[config.mk]
export PLATFORM = sky130hd
export DESIGN_NAME = imem_loader_flat
export DESIGN_NICKNAME = d
export VERILOG_FILES = /design/src/rtl/imem_loader_pkg.sv /design/src/rtl/imem_loader_if.sv /design/src/rtl/imem_loader_byte_packer.sv /design/src/rtl/imem_loader.sv /design/src/flat_wrapper.sv
export SDC_FILE = /design/constraint.sdc
export NUM_CORES = 1
export LEC_CHECK = 0
export CORE_ASPECT_RATIO = 0.8
export CORE_MARGIN = 10
export CORE_UTILIZATION = 50
export CTS_CLUSTER_DIAMETER = 150
export CTS_CLUSTER_SIZE = 12
export DETAILED_ROUTE_END_ITERATION = 16
export DONT_BUFFER_PORTS = 1
export HOLD_SLACK_MARGIN = 0.02
export PLACE_DENSITY = 0.73
export SLEW_MARGIN = 20
export SYNTH_ARGS = -nofsm -noshare
export SYNTH_HDL_FRONTEND = slang
export SYNTH_SLANG_ARGS = --single-unit
[constraint.sdc]
create_clock -name clk -period 5.1 [get_ports clk]
set_clock_uncertainty 0.15 [all_clocks]
set_input_delay 1.02 -clock clk [delete_from_list [all_inputs] [get_ports clk]]
set_output_delay 1.02 -clock clk [all_outputs]
set_load 0.005 [all_outputs]
[src/rtl/imem_loader_pkg.sv]
// Shared constants and state encoding for the boot-time instruction-memory loader.
package imem_loader_pkg;

    localparam int unsigned BYTES_PER_WORD = 4;
    localparam int unsigned HDR_BYTES      = 4;

    typedef logic [2:0] state_t;

    localparam state_t S_IDLE = 3'd0;
    localparam state_t S_HDR  = 3'd1;
    localparam state_t S_DATA = 3'd2;
    localparam state_t S_CSUM = 3'd3;
    localparam state_t S_DONE = 3'd4;

    // States in which the loader consumes stream bytes.
    function automatic logic is_stream_state(input state_t s);
        return (s == S_HDR) || (s == S_DATA) || (s == S_CSUM);
    endfunction

endpackage

[src/rtl/imem_loader_if.sv]
// Byte-stream input and instruction-memory write port of the loader.
interface imem_loader_if #(
    parameter int unsigned ADDRESS_WIDTH = 32,
    parameter int unsigned DATA_WIDTH    = 32
);
    logic                     byte_valid;
    logic [7:0]               byte_data;
    logic                     byte_ready;
    logic                     wr_en;
    logic [ADDRESS_WIDTH-1:0] wr_addr;
    logic [DATA_WIDTH-1:0]    wr_data;

    // Loader side: consumes the stream, drives memory writes.
    modport master (
        input  byte_valid,
        input  byte_data,
        output byte_ready,
        output wr_en,
        output wr_addr,
        output wr_data
    );

    // Environment side: byte source plus instruction memory.
    modport slave (
        output byte_valid,
        output byte_data,
        input  byte_ready,
        input  wr_en,
        input  wr_addr,
        input  wr_data
    );
endinterface

[src/rtl/imem_loader_byte_packer.sv]
// Packs accepted bytes little-endian into 32-bit words; the completing byte
// produces a combinational word_valid_c pulse with the assembled word_c.
module byte_packer
    import imem_loader_pkg::*;
(
    input  logic        clk,
    input  logic        rst,
    input  logic        clear,
    input  logic        byte_en,
    input  logic [7:0]  byte_data,
    output logic        word_valid_c,
    output logic [31:0] word_c
);

    localparam int unsigned         LANE_W    = $clog2(BYTES_PER_WORD);
    localparam logic [LANE_W-1:0]   LAST_LANE = LANE_W'(BYTES_PER_WORD - 1);

    logic [LANE_W-1:0] lane;
    logic [31:0]       shreg;

    // Newest byte enters at the top, so after four bytes the register reads {b3,b2,b1,b0}.
    assign word_c       = {byte_data, shreg[31:8]};
    assign word_valid_c = byte_en && (lane == LAST_LANE);

    always_ff @(posedge clk) begin
        if (!rst || clear) begin
            lane  <= '0;
            shreg <= '0;
        end else if (byte_en) begin
            lane  <= lane + LANE_W'(1);
            shreg <= word_c;
        end
    end

endmodule

[src/rtl/imem_loader.sv]
// Boot loader: header word count, then N little-endian words written to instruction memory.
// Optional trailing checksum word enabled by IMEM_LOADER_CHECKSUM_EN.
module imem_loader
    import imem_loader_pkg::*;
#(
    parameter int unsigned              ADDRESS_WIDTH = 32,
    parameter int unsigned              DATA_WIDTH    = 32,
    parameter int unsigned              MEM_WORDS     = 256,
    parameter logic [ADDRESS_WIDTH-1:0] BASE_ADDR     = '0
) (
    input  logic                 clk,
    input  logic                 rst,
    input  logic                 start,
    imem_loader_if.master        bus,
    output logic                 cpu_hold,
    output logic                 done,
    output logic                 err
);

    localparam int unsigned CNT_W = 8 * HDR_BYTES;

`ifdef IMEM_LOADER_CHECKSUM_EN
    localparam state_t POST_DATA = S_CSUM;
`else
    localparam state_t POST_DATA = S_DONE;
`endif

    state_t                   state;
    state_t                   state_nxt;
    logic [CNT_W-1:0]         word_cnt;
    logic [CNT_W-1:0]         word_cnt_nxt;
    logic [CNT_W-1:0]         word_idx;
    logic [CNT_W-1:0]         word_idx_nxt;
    logic                     byte_ready_nxt;
    logic                     wr_en_nxt;
    logic [ADDRESS_WIDTH-1:0] wr_addr_nxt;
    logic [DATA_WIDTH-1:0]    wr_data_nxt;
    logic                     err_nxt;
    logic                     pk_clear;
    logic                     byte_en;
    logic                     word_valid_c;
    logic [31:0]              word_c;
`ifdef IMEM_LOADER_CHECKSUM_EN
    logic [31:0]              csum;
    logic [31:0]              csum_nxt;
`endif

    assign byte_en = bus.byte_valid && bus.byte_ready;

    byte_packer u_packer (
        .clk          (clk),
        .rst          (rst),
        .clear        (pk_clear),
        .byte_en      (byte_en),
        .byte_data    (bus.byte_data),
        .word_valid_c (word_valid_c),
        .word_c       (word_c)
    );

    // Next-state and next-output decode.
    always_comb begin
        state_nxt    = state;
        word_cnt_nxt = word_cnt;
        word_idx_nxt = word_idx;
        wr_en_nxt    = 1'b0;
        wr_addr_nxt  = bus.wr_addr;
        wr_data_nxt  = bus.wr_data;
        err_nxt      = err;
        pk_clear     = 1'b0;
`ifdef IMEM_LOADER_CHECKSUM_EN
        csum_nxt     = csum;
`endif

        case (state)
            S_IDLE, S_DONE: begin
                if (start) begin
                    state_nxt    = S_HDR;
                    err_nxt      = 1'b0;
                    pk_clear     = 1'b1;
                    word_idx_nxt = '0;
`ifdef IMEM_LOADER_CHECKSUM_EN
                    csum_nxt     = '0;
`endif
                end
            end
            S_HDR: begin
                if (word_valid_c) begin
                    word_cnt_nxt = CNT_W'(word_c);
                    word_idx_nxt = '0;
                    state_nxt    = (word_c == 32'd0) ? POST_DATA : S_DATA;
                end
            end
            S_DATA: begin
                // One quiet cycle after the final word so the last write lands before release.
                if (word_idx == word_cnt) begin
                    state_nxt = POST_DATA;
                end else if (word_valid_c) begin
                    word_idx_nxt = word_idx + CNT_W'(1);
`ifdef IMEM_LOADER_CHECKSUM_EN
                    csum_nxt     = csum + word_c;
`endif
                    if (word_idx < CNT_W'(MEM_WORDS)) begin
                        wr_en_nxt   = 1'b1;
                        wr_addr_nxt = BASE_ADDR + ADDRESS_WIDTH'({word_idx, 2'b00});
                        wr_data_nxt = DATA_WIDTH'(word_c);
                    end else begin
                        err_nxt = 1'b1;
                    end
                end
            end
`ifdef IMEM_LOADER_CHECKSUM_EN
            S_CSUM: begin
                if (word_valid_c) begin
                    if (word_c != csum) begin
                        err_nxt = 1'b1;
                    end
                    state_nxt = S_DONE;
                end
            end
`endif
            default: begin
                state_nxt = S_IDLE;
            end
        endcase

        byte_ready_nxt = is_stream_state(state_nxt) &&
                         !((state_nxt == S_DATA) && (word_idx_nxt == word_cnt_nxt));
    end

    // State register.
    always_ff @(posedge clk) begin
        if (!rst) begin
            state <= S_IDLE;
        end else begin
            state <= state_nxt;
        end
    end

    // Registered datapath and outputs.
    always_ff @(posedge clk) begin
        if (!rst) begin
            word_cnt       <= '0;
            word_idx       <= '0;
            bus.byte_ready <= 1'b0;
            bus.wr_en      <= 1'b0;
            bus.wr_addr    <= BASE_ADDR;
            bus.wr_data    <= '0;
            cpu_hold       <= 1'b1;
            done           <= 1'b0;
            err            <= 1'b0;
        end else begin
            word_cnt       <= word_cnt_nxt;
            word_idx       <= word_idx_nxt;
            bus.byte_ready <= byte_ready_nxt;
            bus.wr_en      <= wr_en_nxt;
            bus.wr_addr    <= wr_addr_nxt;
            bus.wr_data    <= wr_data_nxt;
            cpu_hold       <= (state_nxt != S_DONE);
            done           <= (state_nxt == S_DONE);
            err            <= err_nxt;
        end
    end

`ifdef IMEM_LOADER_CHECKSUM_EN
    always_ff @(posedge clk) begin
        if (!rst) begin
            csum <= '0;
        end else begin
            csum <= csum_nxt;
        end
    end
`endif

endmodule

[src/flat_wrapper.sv]
// flat-port wrapper written by rule: the top's interface ports become plain ports
module imem_loader_flat import imem_loader_pkg::*;
#(
    parameter int unsigned              ADDRESS_WIDTH = 32,
    parameter int unsigned              DATA_WIDTH    = 32,
    parameter int unsigned              MEM_WORDS     = 256,
    parameter logic [ADDRESS_WIDTH-1:0] BASE_ADDR     = '0
)
  (clk, rst, start, cpu_hold, done, err, bus_byte_valid, bus_byte_data, bus_byte_ready, bus_wr_en, bus_wr_addr, bus_wr_data);
  imem_loader_if #(.ADDRESS_WIDTH(ADDRESS_WIDTH), .DATA_WIDTH(DATA_WIDTH)) bus_i ();
  input  logic clk;
  input  logic rst;
  input  logic start;
  output logic cpu_hold;
  output logic done;
  output logic err;
  input wire logic [$bits(bus_i.byte_valid)-1:0] bus_byte_valid;
  input wire logic [$bits(bus_i.byte_data)-1:0] bus_byte_data;
  output wire logic [$bits(bus_i.byte_ready)-1:0] bus_byte_ready;
  output wire logic [$bits(bus_i.wr_en)-1:0] bus_wr_en;
  output wire logic [$bits(bus_i.wr_addr)-1:0] bus_wr_addr;
  output wire logic [$bits(bus_i.wr_data)-1:0] bus_wr_data;
  assign bus_i.byte_valid = bus_byte_valid;
  assign bus_i.byte_data = bus_byte_data;
  assign bus_byte_ready = bus_i.byte_ready;
  assign bus_wr_en = bus_i.wr_en;
  assign bus_wr_addr = bus_i.wr_addr;
  assign bus_wr_data = bus_i.wr_data;
  imem_loader #(.ADDRESS_WIDTH(ADDRESS_WIDTH), .DATA_WIDTH(DATA_WIDTH), .MEM_WORDS(MEM_WORDS), .BASE_ADDR(BASE_ADDR)) u_core (.clk(clk), .rst(rst), .start(start), .bus(bus_i), .cpu_hold(cpu_hold), .done(done), .err(err));
endmodule
==> flow_summary.toml <==
[cts]
root_buffer = "clkbuf_16"
postCtsSetupBuffers = 0
cts_buffers = 17
clk_pin_slew_worst_paths_ns = 0.07
hold_buffers = 0
clock-sinks = 160
clock_latency_ns = 0.43
cts-resized-gates = 0
htreeDepth = 4
clock_path_buffers = 2
cts_tree = "done"

[timing]
max_slew_margin_pct = 26.91
finalCritPeriodShare_pct = 80.17
tightest_slew_ns = 1.096
maxSlewViolCount = 0
setup_tns_ns = 0
rsz0062_at_grt = "no"
hold_viol = 0
max_freq_mhz = 244.6
period_minus_slack_ns = 4.089
finalSetupViolCount = 0

[cells_and_area]
layout_common_cells = "dfxtp_1 (160), nor2_1 (116), nand2_1 (95)"
post-route-util_pct = 55.35
layout_commonest_cell = "dfxtp_1"
regArea_um2 = 3203
multi_input_area_um2 = 4283
layout-drive-gt1-share_pct = 10.50
layout.nets = 859
area_delta_synth_final_pct = 7.105
nFillCells = 1352
n_antenna_cell = 0
fin_area_um2 = 8449

[pwr]
combinationalPowerShare_pct = 2.2
swShare_pct = 24.06
pwr-share-clk_pct = 49.0
power_mw = 2.576
peakVddDrop_uv = 249.8
powerDensity_nw_per_um2 = 304.8
power_frac_seq_pct = 48.9
power.internal_mw = 1.956
cellLeakagePower_nw = 3.540
p_sw_mw = 0.6197

[logic_synthesis]
synthCells = 881
synth_top_area_share_pct = 40.60
synth_seq_cells = 160
synth_area_um2 = 7889
async_flop_share_pct = 0
ys_types = 82
synth_flop_cell = "dfxtp_1"
synth_warnings = 0
avgSynthCellArea_um2 = 8.954
yosysTopAreaCell = "dfxtp_1"
synth_seq_area_share_pct = 40.60
yosys-top-cells-area = "dfxtp_1 (41%), mux2i_1 (9.4%), nor2_1 (5.5%), nand2_1 (4.5%), xnor2_2 (3.5%)"
synth_edf_count = 0

[floorplanning]
start_util_pct = 51.68
die_area_um2 = 21230
rows = 40
core_um2 = 15260
die_w_um = 160.4
io_pins = 81
dieHeight_um = 132.4

[drt]
vias = 6561
dr.pass1.iters = 6
vias_per_cell = 6.149
drt_wl_total_um = 21890
route.met2.wl_um = 9300
wl_per_cell_um = 20.51
first_iter_violations = 752
ant_nets = 0
met3_wirelength_um = 2475
drc = 0
routed.top_layer = "met4"
met1_length_um = 9576

[global_route]
grt_overflow = 0
grt_pass1_wl_um = 34620
grt_pass1_vias = 6107
track_usage_pct = 20.02
antenna_found_initial = 0
grt_max_degree = 58

[status]
status = "completed"

[setup_path]
worst_r2r_endpoint = "u_core.bus.byte_ready"
start_kind = "flop"
path_max_fanout = 13
regToRegStartpoint = "u_core.word_idx[27]"
rrSetupSlack_ns = 1.01
worstSetupEndpointType = "flop"
critPathRequiredTime_ns = 5.23
worst_r2r_path_depth = 10
arrival_ns = 4.22
criticalPathCategory = "flop to flop"

[hold_path]
hold_path_class = "flop to flop"
holdPathEnd = "u_core.u_packer.lane[1]"
hp-start = "u_core.u_packer.lane[1]"
hold_depth = 2

[placement]
portBuffers = 0
placed_area_um2 = 7873
dp_hpwl_um = 15460
gp_congestion = 0.9412

[run]
cap_violations = 0
-- power by group through the flow --
stage | clock network, mW | registers, mW | logic [mW]
6_report | 1.26 | 1.26 | 0.0557
3_3_place_gp | 0 | 1.29 | 0.0541
4_1_cts | 1.27 | 1.26 | 0.0544
3_5_place_dp | 0 | 1.29 | 0.0545
5_1_grt | 1.33 | 1.26 | 0.0603
2_1_floorplan | 0 | 1.28 | 0.0459
-- logic make-up (layout without fill, tap and decap cells) --
kind of cell	count (synthesis)	count (layout)	synth area share, %
compound gates	132	132	11.56
mux	78	78	10.10
buf+inv	79	54	5.345
other cells	1	2	0.04754
flops	160	160	40.60
fa+ha+maj	3	3	0.4759
simple gates	370	370	23.33
xor+xnor	58	58	8.533
-- per-stage QoR --
stage | hold WS, ns | std cells | setup WS (ns)
floorplan | 0.2900 | 882 | 1.644
global placement | 0.3003 | 1035 | 1.184
detailed placement | 0.3129 | 1035 | 1.104
CTS | 0.3217 | 1067 | 1.265
global route | 0.3654 | 1067 | 0.8960
finish | 0.3237 | 1067 | 1.011
-- registers in the layout, summed over array words and instances, names as in the netlist, 2 cells and up --
register               count
u_core.u_packer.lane       2
u_core.u_packer.shreg     24
u_core.bus.wr_addr        30
u_core.state               3
u_core.bus.wr_data        32
u_core.word_cnt           32
u_core.word_idx           32
-- layout make-up --
cell class                 count  share of cell area [%]
inverter                      11                  0.5183
tap                          210                   3.110
timing repair buffer          11                  0.9773
multi-input combinational    643                   50.69
clock inverter                14                   1.718
sequential                   160                   37.91
clock buffer                  18                   5.079
-- worst max path at each step --
| stage | from | cells after the start | slack (ns) | to |
|---|---|---|---|---|
| floorplan | bus_byte_valid | 11 | 1.64 | u_core.bus.byte_ready |
| global placement | bus_byte_valid | 10 | 1.18 | u_core.bus.byte_ready |
| detailed placement | bus_byte_valid | 10 | 1.10 | u_core.bus.byte_ready |
| CTS | u_core.word_idx[0] | 10 | 1.26 | u_core.bus.byte_ready |
| global route | u_core.word_idx[27] | 10 | 0.90 | u_core.bus.byte_ready |
| finish | u_core.word_idx[27] | 10 | 1.01 | u_core.bus.byte_ready |
-- cells in the mapped netlist (3+ instances only) --
master and number:
xor2_1 9, buf_6 7, ha_1 3, a31oi_1 13, and2_1 17, clkbuf_8 3
buf_4 5, or4_1 4, xnor2_2 17, a311oi_1 4, nand2b_1 4, o41ai_1 3
mux2i_1 74, nor2_1 116, o22ai_1 4, and3_1 26, clkbuf_1 34, dfxtp_1 160
nor3_1 10, buf_2 17, nand4_2 3, a21oi_1 44, inv_1 10, and4_1 3
o21ai_0 11, or2_2 3, nand2_1 95, nor4_1 20, nand3_1 24, nand4_1 31
a21o_1 3, xnor2_1 30, o21a_1 4, mux2_2 3, o211ai_1 7
-- worst max-delay path, cell delays in order, from the launching register on --
cell	delay (ns)
dfxtp_1	0.40
xnor2_1	0.46
nand4_1	0.24
nor4_4	0.55
nand2_1	0.57
a32oi_1	0.45
nand3_1	0.11
a21oi_1	0.22
nand4_1	0.11
nor4_1	0.52
a31oi_1	0.13
-- routing by layer --
layer | up-vias | global-route usage [%]
met4 | 0 | 6.976
met5 | - | 0
met2 | 343 | 28.70
met1 | 3124 | 27.31
met3 | 42 | 6.554
li1 | 3052 | -
(Power assumes the default switching activity.)
